===== src/rtl/seq_counter_bank_if.sv =====
// seq_counter_bank_if: control and status bundle for seq_counter_bank.
// master drives start/hold and observes the counter bank; slave is the engine.
interface seq_counter_bank_if #(
    parameter int W      = 8,
    parameter int NUM_CH = 4,
    parameter int NUM_ST = 3,
    parameter int ITER_W = 8
);
    localparam int ST_W = (NUM_ST > 1) ? $clog2(NUM_ST) : 1;

    logic                    start;
    logic                    hold;
    logic [NUM_CH*W-1:0]     cnt;
    logic [ST_W-1:0]         st;
    logic [ITER_W-1:0]       iter;
    logic                    busy;
    logic                    done;

    modport master (
        output start, hold,
        input  cnt, st, iter, busy, done
    );

    modport slave (
        input  start, hold,
        output cnt, st, iter, busy, done
    );
endinterface


===== src/rtl/seq_counter_bank.sv =====
// seq_counter_bank: cyclic program of NUM_ST states stepping a bank of NUM_CH
// W-bit counters; each state increments the channels set in its MASK slice.
// Runs ITER_MAX iterations then reports DONE (ITER_MAX=0: runs forever).
// Optional build macro SEQ_COUNTER_BANK_SAT_EN: counters saturate instead of wrapping.
module seq_counter_bank #(
    parameter int                          W        = 8,
    parameter int                          NUM_CH   = 4,
    parameter int                          NUM_ST   = 3,
    parameter logic [NUM_ST*NUM_CH-1:0]    MASK     = 12'b0001_1001_1100,
    parameter int                          ITER_W   = 8,
    parameter int                          ITER_MAX = 2
) (
    input  logic                clk,
    input  logic                rst,
    seq_counter_bank_if.slave   bus
);

    localparam int                 ST_W     = (NUM_ST > 1) ? $clog2(NUM_ST) : 1;
    localparam logic [ST_W-1:0]    ST_LAST  = ST_W'(NUM_ST - 1);
    localparam logic [ITER_W-1:0]  ITER_LIM = ITER_W'(ITER_MAX);

    typedef enum logic [1:0] {
        S_IDLE,
        S_RUN,
        S_DONE
    } state_t;

    state_t                 state;
    logic [NUM_CH*W-1:0]    cnt_r;
    logic [NUM_CH*W-1:0]    cnt_inc;
    logic [ST_W-1:0]        st_r;
    logic [ITER_W-1:0]      iter_r;
    logic [ITER_W-1:0]      iter_inc;
    logic                   busy_r;
    logic                   done_r;
    logic [NUM_CH-1:0]      cur_mask;

    // Select the increment mask belonging to the current program state.
    always_comb begin
        cur_mask = '0;
        for (int unsigned s = 0; s < NUM_ST; s++) begin
            if (st_r == ST_W'(s)) begin
                cur_mask = MASK[s*NUM_CH +: NUM_CH];
            end
        end
    end

    // Candidate counter bank after one program step.
    always_comb begin
        cnt_inc = cnt_r;
        for (int unsigned ch = 0; ch < NUM_CH; ch++) begin
            if (cur_mask[ch]) begin
`ifdef SEQ_COUNTER_BANK_SAT_EN
                if (cnt_r[ch*W +: W] != '1) begin
                    cnt_inc[ch*W +: W] = cnt_r[ch*W +: W] + W'(1);
                end
`else
                cnt_inc[ch*W +: W] = cnt_r[ch*W +: W] + W'(1);
`endif
            end
        end
    end

    assign iter_inc = iter_r + ITER_W'(1);

    // Top-level FSM with registered counters, program state and status flags.
    always_ff @(posedge clk) begin
        if (rst) begin
            state  <= S_IDLE;
            cnt_r  <= '0;
            st_r   <= '0;
            iter_r <= '0;
            busy_r <= 1'b0;
            done_r <= 1'b0;
        end else begin
            case (state)
                S_IDLE, S_DONE: begin
                    if (bus.start) begin
                        state  <= S_RUN;
                        cnt_r  <= '0;
                        st_r   <= '0;
                        iter_r <= '0;
                        busy_r <= 1'b1;
                        done_r <= 1'b0;
                    end
                end
                S_RUN: begin
                    if (!bus.hold) begin
                        cnt_r <= cnt_inc;
                        if (st_r == ST_LAST) begin
                            st_r   <= '0;
                            iter_r <= iter_inc;
                            if (ITER_MAX != 0 && iter_inc == ITER_LIM) begin
                                state  <= S_DONE;
                                busy_r <= 1'b0;
                                done_r <= 1'b1;
                            end
                        end else begin
                            st_r <= st_r + ST_W'(1);
                        end
                    end
                end
                default: begin
                    state  <= S_IDLE;
                    busy_r <= 1'b0;
                    done_r <= 1'b0;
                end
            endcase
        end
    end

    assign bus.cnt  = cnt_r;
    assign bus.st   = st_r;
    assign bus.iter = iter_r;
    assign bus.busy = busy_r;
    assign bus.done = done_r;

endmodule


===== src/flat_wrapper.sv =====
// flat-port wrapper written by rule: the top's interface ports become plain ports
module seq_counter_bank_flat 
#(
    parameter int                          W        = 8,
    parameter int                          NUM_CH   = 4,
    parameter int                          NUM_ST   = 3,
    parameter logic [NUM_ST*NUM_CH-1:0]    MASK     = 12'b0001_1001_1100,
    parameter int                          ITER_W   = 8,
    parameter int                          ITER_MAX = 2
)
  (clk, rst, bus_start, bus_hold, bus_cnt, bus_st, bus_iter, bus_busy, bus_done);
  seq_counter_bank_if #(.W(W), .NUM_CH(NUM_CH), .NUM_ST(NUM_ST), .ITER_W(ITER_W)) bus_i ();
  input  logic clk;
  input  logic rst;
  input wire logic [$bits(bus_i.start)-1:0] bus_start;
  input wire logic [$bits(bus_i.hold)-1:0] bus_hold;
  output wire logic [$bits(bus_i.cnt)-1:0] bus_cnt;
  output wire logic [$bits(bus_i.st)-1:0] bus_st;
  output wire logic [$bits(bus_i.iter)-1:0] bus_iter;
  output wire logic [$bits(bus_i.busy)-1:0] bus_busy;
  output wire logic [$bits(bus_i.done)-1:0] bus_done;
  assign bus_i.start = bus_start;
  assign bus_i.hold = bus_hold;
  assign bus_cnt = bus_i.cnt;
  assign bus_st = bus_i.st;
  assign bus_iter = bus_i.iter;
  assign bus_busy = bus_i.busy;
  assign bus_done = bus_i.done;
  seq_counter_bank #(.W(W), .NUM_CH(NUM_CH), .NUM_ST(NUM_ST), .MASK(MASK), .ITER_W(ITER_W), .ITER_MAX(ITER_MAX)) u_core (.clk(clk), .rst(rst), .bus(bus_i));
endmodule

===== config.mk =====
export PLATFORM = sky130hd
export DESIGN_NAME = seq_counter_bank_flat
export DESIGN_NICKNAME = d
export VERILOG_FILES = /design/src/rtl/seq_counter_bank_if.sv /design/src/rtl/seq_counter_bank.sv /design/src/flat_wrapper.sv
export SDC_FILE = /design/constraint.sdc
export NUM_CORES = 1
export LEC_CHECK = 0
export ABC_AREA = 0
export CORE_MARGIN = 8
export CORE_UTILIZATION = 35
export CTS_CLUSTER_DIAMETER = 200
export DETAILED_ROUTE_END_ITERATION = 10
export MAX_ROUTING_LAYER = met4
export PLACE_DENSITY_LB_ADDON = 0.08
export SYNTH_ARGS = -nofsm -noshare
export SYNTH_HDL_FRONTEND = slang
export SYNTH_SLANG_ARGS = --single-unit

===== constraint.sdc =====
create_clock -name clk -period 5.1 [get_ports clk]
set_clock_uncertainty 0.05 [all_clocks]
set_input_delay 0.51 -clock clk [delete_from_list [all_inputs] [get_ports clk]]
set_output_delay 0.51 -clock clk [all_outputs]
set_load 0.03 [all_outputs]

==> results of run 1 <==
==> kinds of logic (layout without fill, tap and decap cells) <==
kind of cell	count (synthesis)	in the layout	share of synthesized area, %
simple gates	108	108	28.4
compound gates	37	37	10.7
xor+xnor	20	20	8.54
fa+ha+maj	9	9	5.49
buf+inv	12	59	2.32
mux	1	1	0.549
flops	45	45	43.9
==> power groups by stage <==
stage / logic [mW] / clock network (mW) / registers (mW)
final: 0.0484 / 0.228 / 0.360
after global routing: 0.0543 / 0.255 / 0.360
after CTS: 0.0491 / 0.237 / 0.360
after detailed placement: 0.0487 / 0 / 0.368
after global placement: 0.0485 / 0 / 0.368
after floorplan: 0.0265 / 0 / 0.373
==> worst paths after layout <==
path                                         from                              end  slack [ps]  cells past startpoint
hold reg to reg   u_core.bus.cnt[15]$_SDFFE_PP0P_  u_core.bus.cnt[15]$_SDFFE_PP0P_         440                      1
hold / removal    u_core.bus.cnt[15]$_SDFFE_PP0P_  u_core.bus.cnt[15]$_SDFFE_PP0P_         440                      1
setup reg to reg    u_core.bus.st[0]$_SDFFE_PP0P_  u_core.bus.cnt[29]$_SDFFE_PP0P_        2850                      6
setup / recovery                              rst   u_core.bus.cnt[4]$_SDFFE_PP0P_        2770                      4
==> cell type report <==
type,instances,area share (%)
Sequential cell,45,33.7
Inverter,4,0.562
Timing Repair Buffer,47,17.6
Clock buffer,5,2.57
Multi-Input combinational cell,175,41.2
Tap cell,75,3.51
Clock inverter,3,0.796
==> worst reg2reg max path: cells and delay by family, from the launching register on <==
| family | cells | cell delay [ps] |
|---|---|---|
| XOR/XNOR | 1 | 190 |
| AO/OA/AOI/OAI | 1 | 870 |
| AND/OR/NAND/NOR | 2 | 260 |
| adder cells (fa/ha/maj) | 1 | 260 |
| flip-flops | 1 | 400 |
| buffers and inverters | 1 | 100 |
==> stage by stage <==
stage / worst slack, ps / cells / utilization, % / cell area (sq um) / power, mW
5_1_grt: 2580 / 354 / 46.2 / 2670 / 0.670
4_1_cts: 2740 / 354 / 46.2 / 2670 / 0.645
6_report: 2770 / 354 / 46.2 / 2670 / 0.636
3_3_place_gp: 2430 / 346 / 44.7 / 2580 / 0.416
2_1_floorplan: 3050 / 232 / - / 2050 / 0.400
3_5_place_dp: 2410 / 346 / 44.7 / 2580 / 0.417
==> sequential cells by signal, summed over array words and instances, names as in the netlist <==
name	count
u_core.bus.iter	8
u_core.bus.st	2
u_core.bus.cnt	32
u_core.bus.busy	1
u_core.state	2
==> routing by layer <==
metal	track usage, %	wire, microns	vias up
met5	-	0	-
met4	4.43	68	0
met3	4.13	265	7
met2	17.3	2060	38
met1	14.2	2320	788
li1	-	-	903
==> cell usage in the layout (no fill, tap or decap), drive strengths merged, types with 2 or more instances in the layout <==
cell	netlist	final
ha	9	9
xor2	13	13
and4	2	2
dfxtp	45	45
nand4	8	8
clkdlybuf4s50	0	47
nor2	33	33
a211oi	2	2
clkbuf	6	5
nand2b	3	3
nor4	2	2
xnor2	7	7
nand4bb	2	2
inv	4	5
nand2	12	12
and3	13	13
a21oi	20	20
and2	3	3
nor2b	2	2
a31oi	2	2
or3	3	3
nand3	18	18
nor3	3	3
o21ai	6	6
==> flow_metrics.tcl, run 1 <==
set metrics [dict create \
    pin_count_of_the_biggest_net_entering_global_routing 22 \
    min_period_over_period_pct 45.6 \
    cts_tree "built" \
    crit_required_ps 5220 \
    post_cts.repair.setup_buffers 0 \
    holdCritPathClass "flop to flop" \
    grt_pass1_vias 1630 \
    cp_top_family "buffers and inverters" \
    clock.fmax_mhz 430 \
    clkSinkCount 45 \
    multi_input_area_sq_um 1100 \
    final.setup.tns_ps 0 \
    overall_routing_resource_usage_pct 11.7 \
    share_of_synthesized_registers_carrying_an_async_set_or_reset_pct 0 \
    fillerInstances 566 \
    power.share.clock_pct 35.8 \
    synthMostInstantiatedCell "sky130_fd_sc_hd__dfxtp_1" \
    floorplan.io_pins 48 \
    hold_viol 0 \
    synth.avg_cell_area_sq_um 8.84 \
    viasPerCell 4.90 \
    worst_setup_path_end_kind "flop" \
    synthToLayoutAreaGrowth_pct 30.3 \
    share_of_the_synthesized_area_in_the_top_cell_type_pct 43.9 \
    detailedRoute.firstPassIterationCount 4 \
    postSynth.topFlopCell "sky130_fd_sc_hd__dfxtp_1" \
    sequential_cell_area_sq_um 901 \
    drt_first_iter_violations 64 \
    synth_sequential_area_ratio_pct 43.9 \
    insertedDiodeCount 0 \
    die_area_sq_um 8560 \
    fin_worst_hold_slack_ps 437 \
    power.share.sequential_pct 56.6 \
    grt_setup_unrepaired "no" \
    routed_wirelength_mm 4.71 \
    drt-wirelength-per-cell_microns 13.3 \
    drtAntennaViolNets 0 \
    worstSetupStartpointType "input port" \
    cts_inserted_buffers 5 \
    yosys_register_bits 45 \
    crit_arrival_ps 2440 \
    max_cap_violations 0 \
    vias 1736 \
    gr-total-overflow 0 \
    yosys.area.top_type "sky130_fd_sc_hd__dfxtp_1" \
    count_of_input_and_output_buffers 47 \
    tightestPinTransition_ps 1030 \
    synth.cells.most_frequent "45 x sky130_fd_sc_hd__dfxtp_1, 33 x sky130_fd_sc_hd__nor2_1, 19 x sky130_fd_sc_hd__a21oi_1" \
    power_switching_share_pct 26.3 \
    path_cells "clkdlybuf4s50_1 -> inv_1 -> nand2_1 -> nor2_1" \
    number_of_placement_rows 28 \
    peakVddDrop_mv 0.101 \
    clk_pin_slew_worst_paths_ps 90 \
    initial_utilization_pct 35.5 \
    grt_first_pass_wirelength_mm 7.96 \
    chipHeight_microns 92.5 \
    crit_buf_inv 2 \
    power.density_nw_per_um2 238 \
    total_leakage_power_nw 0.984 \
    synth_area_sq_um 2050 \
    clockRootBuffer "sky130_fd_sc_hd__clkbuf_8" \
    period_minus_slack_ps 2330 \
    cts_buffer_depth 2 \
    worst_path_max_delay_cell "sky130_fd_sc_hd__clkdlybuf4s50_1" \
    netlist_top_cells_area "sky130_fd_sc_hd__dfxtp_1 44%, sky130_fd_sc_hd__nor2_1 6.0%, sky130_fd_sc_hd__xor2_1 5.6%" \
    drive_gt1_share_pct 5.38 \
    grt_antenna_before_repair 0 \
    post-dp-hpwl_mm 3.36 \
    coreArea_sq_um 5780 \
    hold_buffers 0 \
    nNetsFinal 291 \
    switching_power_mw 0.167 \
    report.final.setup_viol 0 \
    last_weighted_congestion_value_of_the_routability_driven_placer 0.790 \
    combinationalPowerShare_pct 7.6 \
    number_of_gates_given_a_new_drive_strength_after_cts 0 \
    dieWidth_microns 92.5 \
    drv_slew 0 \
    power_report.internal_total_mw 0.469 \
    result_of_the_run "finished clean" \
    gate_count_of_the_mapped_netlist 232 \
    clk-insertion-delay-late_ps 300 \
    drcViolationCount 0 \
    synth.yosys.warnings 0 \
    worst_path_max_stage_delay_ps 920 \
    critical_path_peak_fanout 20 \
    path_class "input port to flop" \
    count_of_flip_flops_with_a_built_in_enable_after_synthesis 0 \
    max-slew-margin-rel_pct 30.7 \
    htreeDepth 2 \
    synth.net_count 245 \
    post_synth_num_cell_types 38 \
]
Power figures use the tool's default switching activity.
==> run 2: changes to the inputs <==
- clock period: 5.1 -> 1.9 ns (I/O delays scaled with it)
==> flow_metrics.tcl, run 2 (synthesis results as in run 1) <==
set metrics [dict create \
    result_of_the_run "finished clean" \
    path_class "flop to output pin" \
    worst_path_max_delay_cell "sky130_fd_sc_hd__clkdlybuf4s50_1" \
    floorplan.io_pins 48 \
    drive_gt1_share_pct 13.7 \
    synthToLayoutAreaGrowth_pct 42.2 \
    largest_reg_flops 32 \
    drt_first_iter_violations 71 \
    drcViolationCount 0 \
    worst_setup_path_end_kind "output pin" \
    worst_path_max_stage_delay_ps 740 \
    routed_wirelength_mm 4.99 \
    tightestPinTransition_ps 368 \
    holdCritPathClass "flop to flop" \
    cts_tree "built" \
    vias 1823 \
    pin_count_of_the_biggest_net_entering_global_routing 21 \
    insertedDiodeCount 0 \
    power.density_nw_per_um2 644 \
    viasPerCell 4.86 \
    crit_required_ps 1660 \
    post-dp-hpwl_mm 3.62 \
    clock.fmax_mhz 564 \
    coreArea_sq_um 5780 \
    number_of_placement_rows 28 \
    sequential_cell_area_sq_um 903 \
    min_period_over_period_pct 93.3 \
    drv_slew 0 \
    drt-wirelength-per-cell_microns 13.3 \
    worstSetupStartpointType "flop" \
    die_area_sq_um 8560 \
    crit_arrival_ps 1530 \
    cts_inserted_buffers 5 \
    path_cells "clkdlybuf4s50_1" \
    count_of_input_and_output_buffers 47 \
    crit_buf_inv 1 \
    last_weighted_congestion_value_of_the_routability_driven_placer 0.766 \
    dieWidth_microns 92.5 \
    gr-total-overflow 0 \
    max_cap_violations 0 \
    cp_top_family "buffers and inverters" \
    worst-r2r-cell-count 6 \
    drtAntennaViolNets 0 \
    nNetsFinal 312 \
    clk_pin_slew_worst_paths_ps 80 \
    total_leakage_power_nw 1.11 \
    detailedRoute.firstPassIterationCount 4 \
    report.final.setup_viol 0 \
    final_common_cell "sky130_fd_sc_hd__clkdlybuf4s50_1" \
    grt_antenna_before_repair 0 \
    cts_buffer_depth 2 \
    grt_setup_unrepaired "no" \
    fillerInstances 555 \
    max-slew-margin-rel_pct 75.4 \
    hold_buffers 0 \
    htreeDepth 2 \
    chipHeight_microns 92.5 \
    peakVddDrop_mv 0.290 \
    overall_routing_resource_usage_pct 12.4 \
    grt_pass1_vias 1774 \
    multi_input_area_sq_um 1150 \
    hold_viol 0 \
    clkSinkCount 45 \
    postLayoutSetupSlackWorst_ps 128 \
    clk-insertion-delay-late_ps 300 \
    initial_utilization_pct 35.5 \
    path_depth 1 \
    total_power_mw 1.88 \
    holdPathStages 1 \
    final.setup.tns_ps 0 \
    grt_first_pass_wirelength_mm 8.47 \
    most-common-layout-cells "47 x sky130_fd_sc_hd__clkdlybuf4s50_1, 43 x sky130_fd_sc_hd__dfxtp_1, 33 x sky130_fd_sc_hd__nor2_1, 20 x sky130_fd_sc_hd__buf_4" \
    critical_path_peak_fanout 7 \
    preCtsSetupSlack_ps 25.1 \
    period_minus_slack_ps 1770 \
    clockRootBuffer "sky130_fd_sc_hd__clkbuf_8" \
]
==> run 2: report_power, final <==
part | total [mW] | internal, mW | switching (mW)
Clock | 0.746 | 0.429 | 0.317
Sequential | 0.966 | 0.952 | 0.0134
Combinational | 0.165 | 0.0685 | 0.0961
==> run 2: path summary, 6_finish.rpt <==
check                                       start                               to  slack, ps
setup / recovery     u_core.state[1]$_SDFFE_PP0P_                         bus_done        130
hold / removal    u_core.bus.cnt[11]$_SDFFE_PP0P_  u_core.bus.cnt[11]$_SDFFE_PP0P_        430
setup reg to reg  u_core.bus.iter[1]$_SDFFE_PP0P_     u_core.bus.busy$_SDFFE_PP0P_        170
hold reg to reg   u_core.bus.cnt[11]$_SDFFE_PP0P_  u_core.bus.cnt[11]$_SDFFE_PP0P_        430
==> run 2: area by class of cell <==
class                      count  area share [%]
clock buffer                   7            2.96
clock inverter                 1            1.03
sequential                    45            31.0
multi-input combinational    175            39.3
inverter                       4           0.515
timing repair buffer          68            22.0
tap                           75            3.22
==> run 2: metal layers <==
metal  track usage [%]  part of all wire [%]  up-vias
met4              4.43                   1.3        0
met3              3.40                   4.0        7
met1              14.7                    48      839
li1                  -                     -      950
met2              19.8                    47       27
met5                 -                     0        -
==> run 2: stage by stage <==
step | hold WS (ps) | util (%) | cells | cell area [sq um]
after global routing | 444 | 50.4 | 375 | 2920
final | 434 | 50.4 | 375 | 2920
after CTS | 436 | 49.6 | 374 | 2870
after floorplan | 276 | - | 232 | 2060
after detailed placement | 415 | 47.6 | 366 | 2750
after global placement | 415 | 47.6 | 366 | 2750
==> run 2: timing repair <==
item	in CTS	in global routing
endpoints found under the setup margin	0	5
setup buffers	0	1
gates resized for setup	0	6
==> run 3: changes to the inputs <==
- SKIP_LAST_GASP: default -> 1
==> results of run 3 <==
The final DEF is identical to that of run 2; final timing and power are the same.
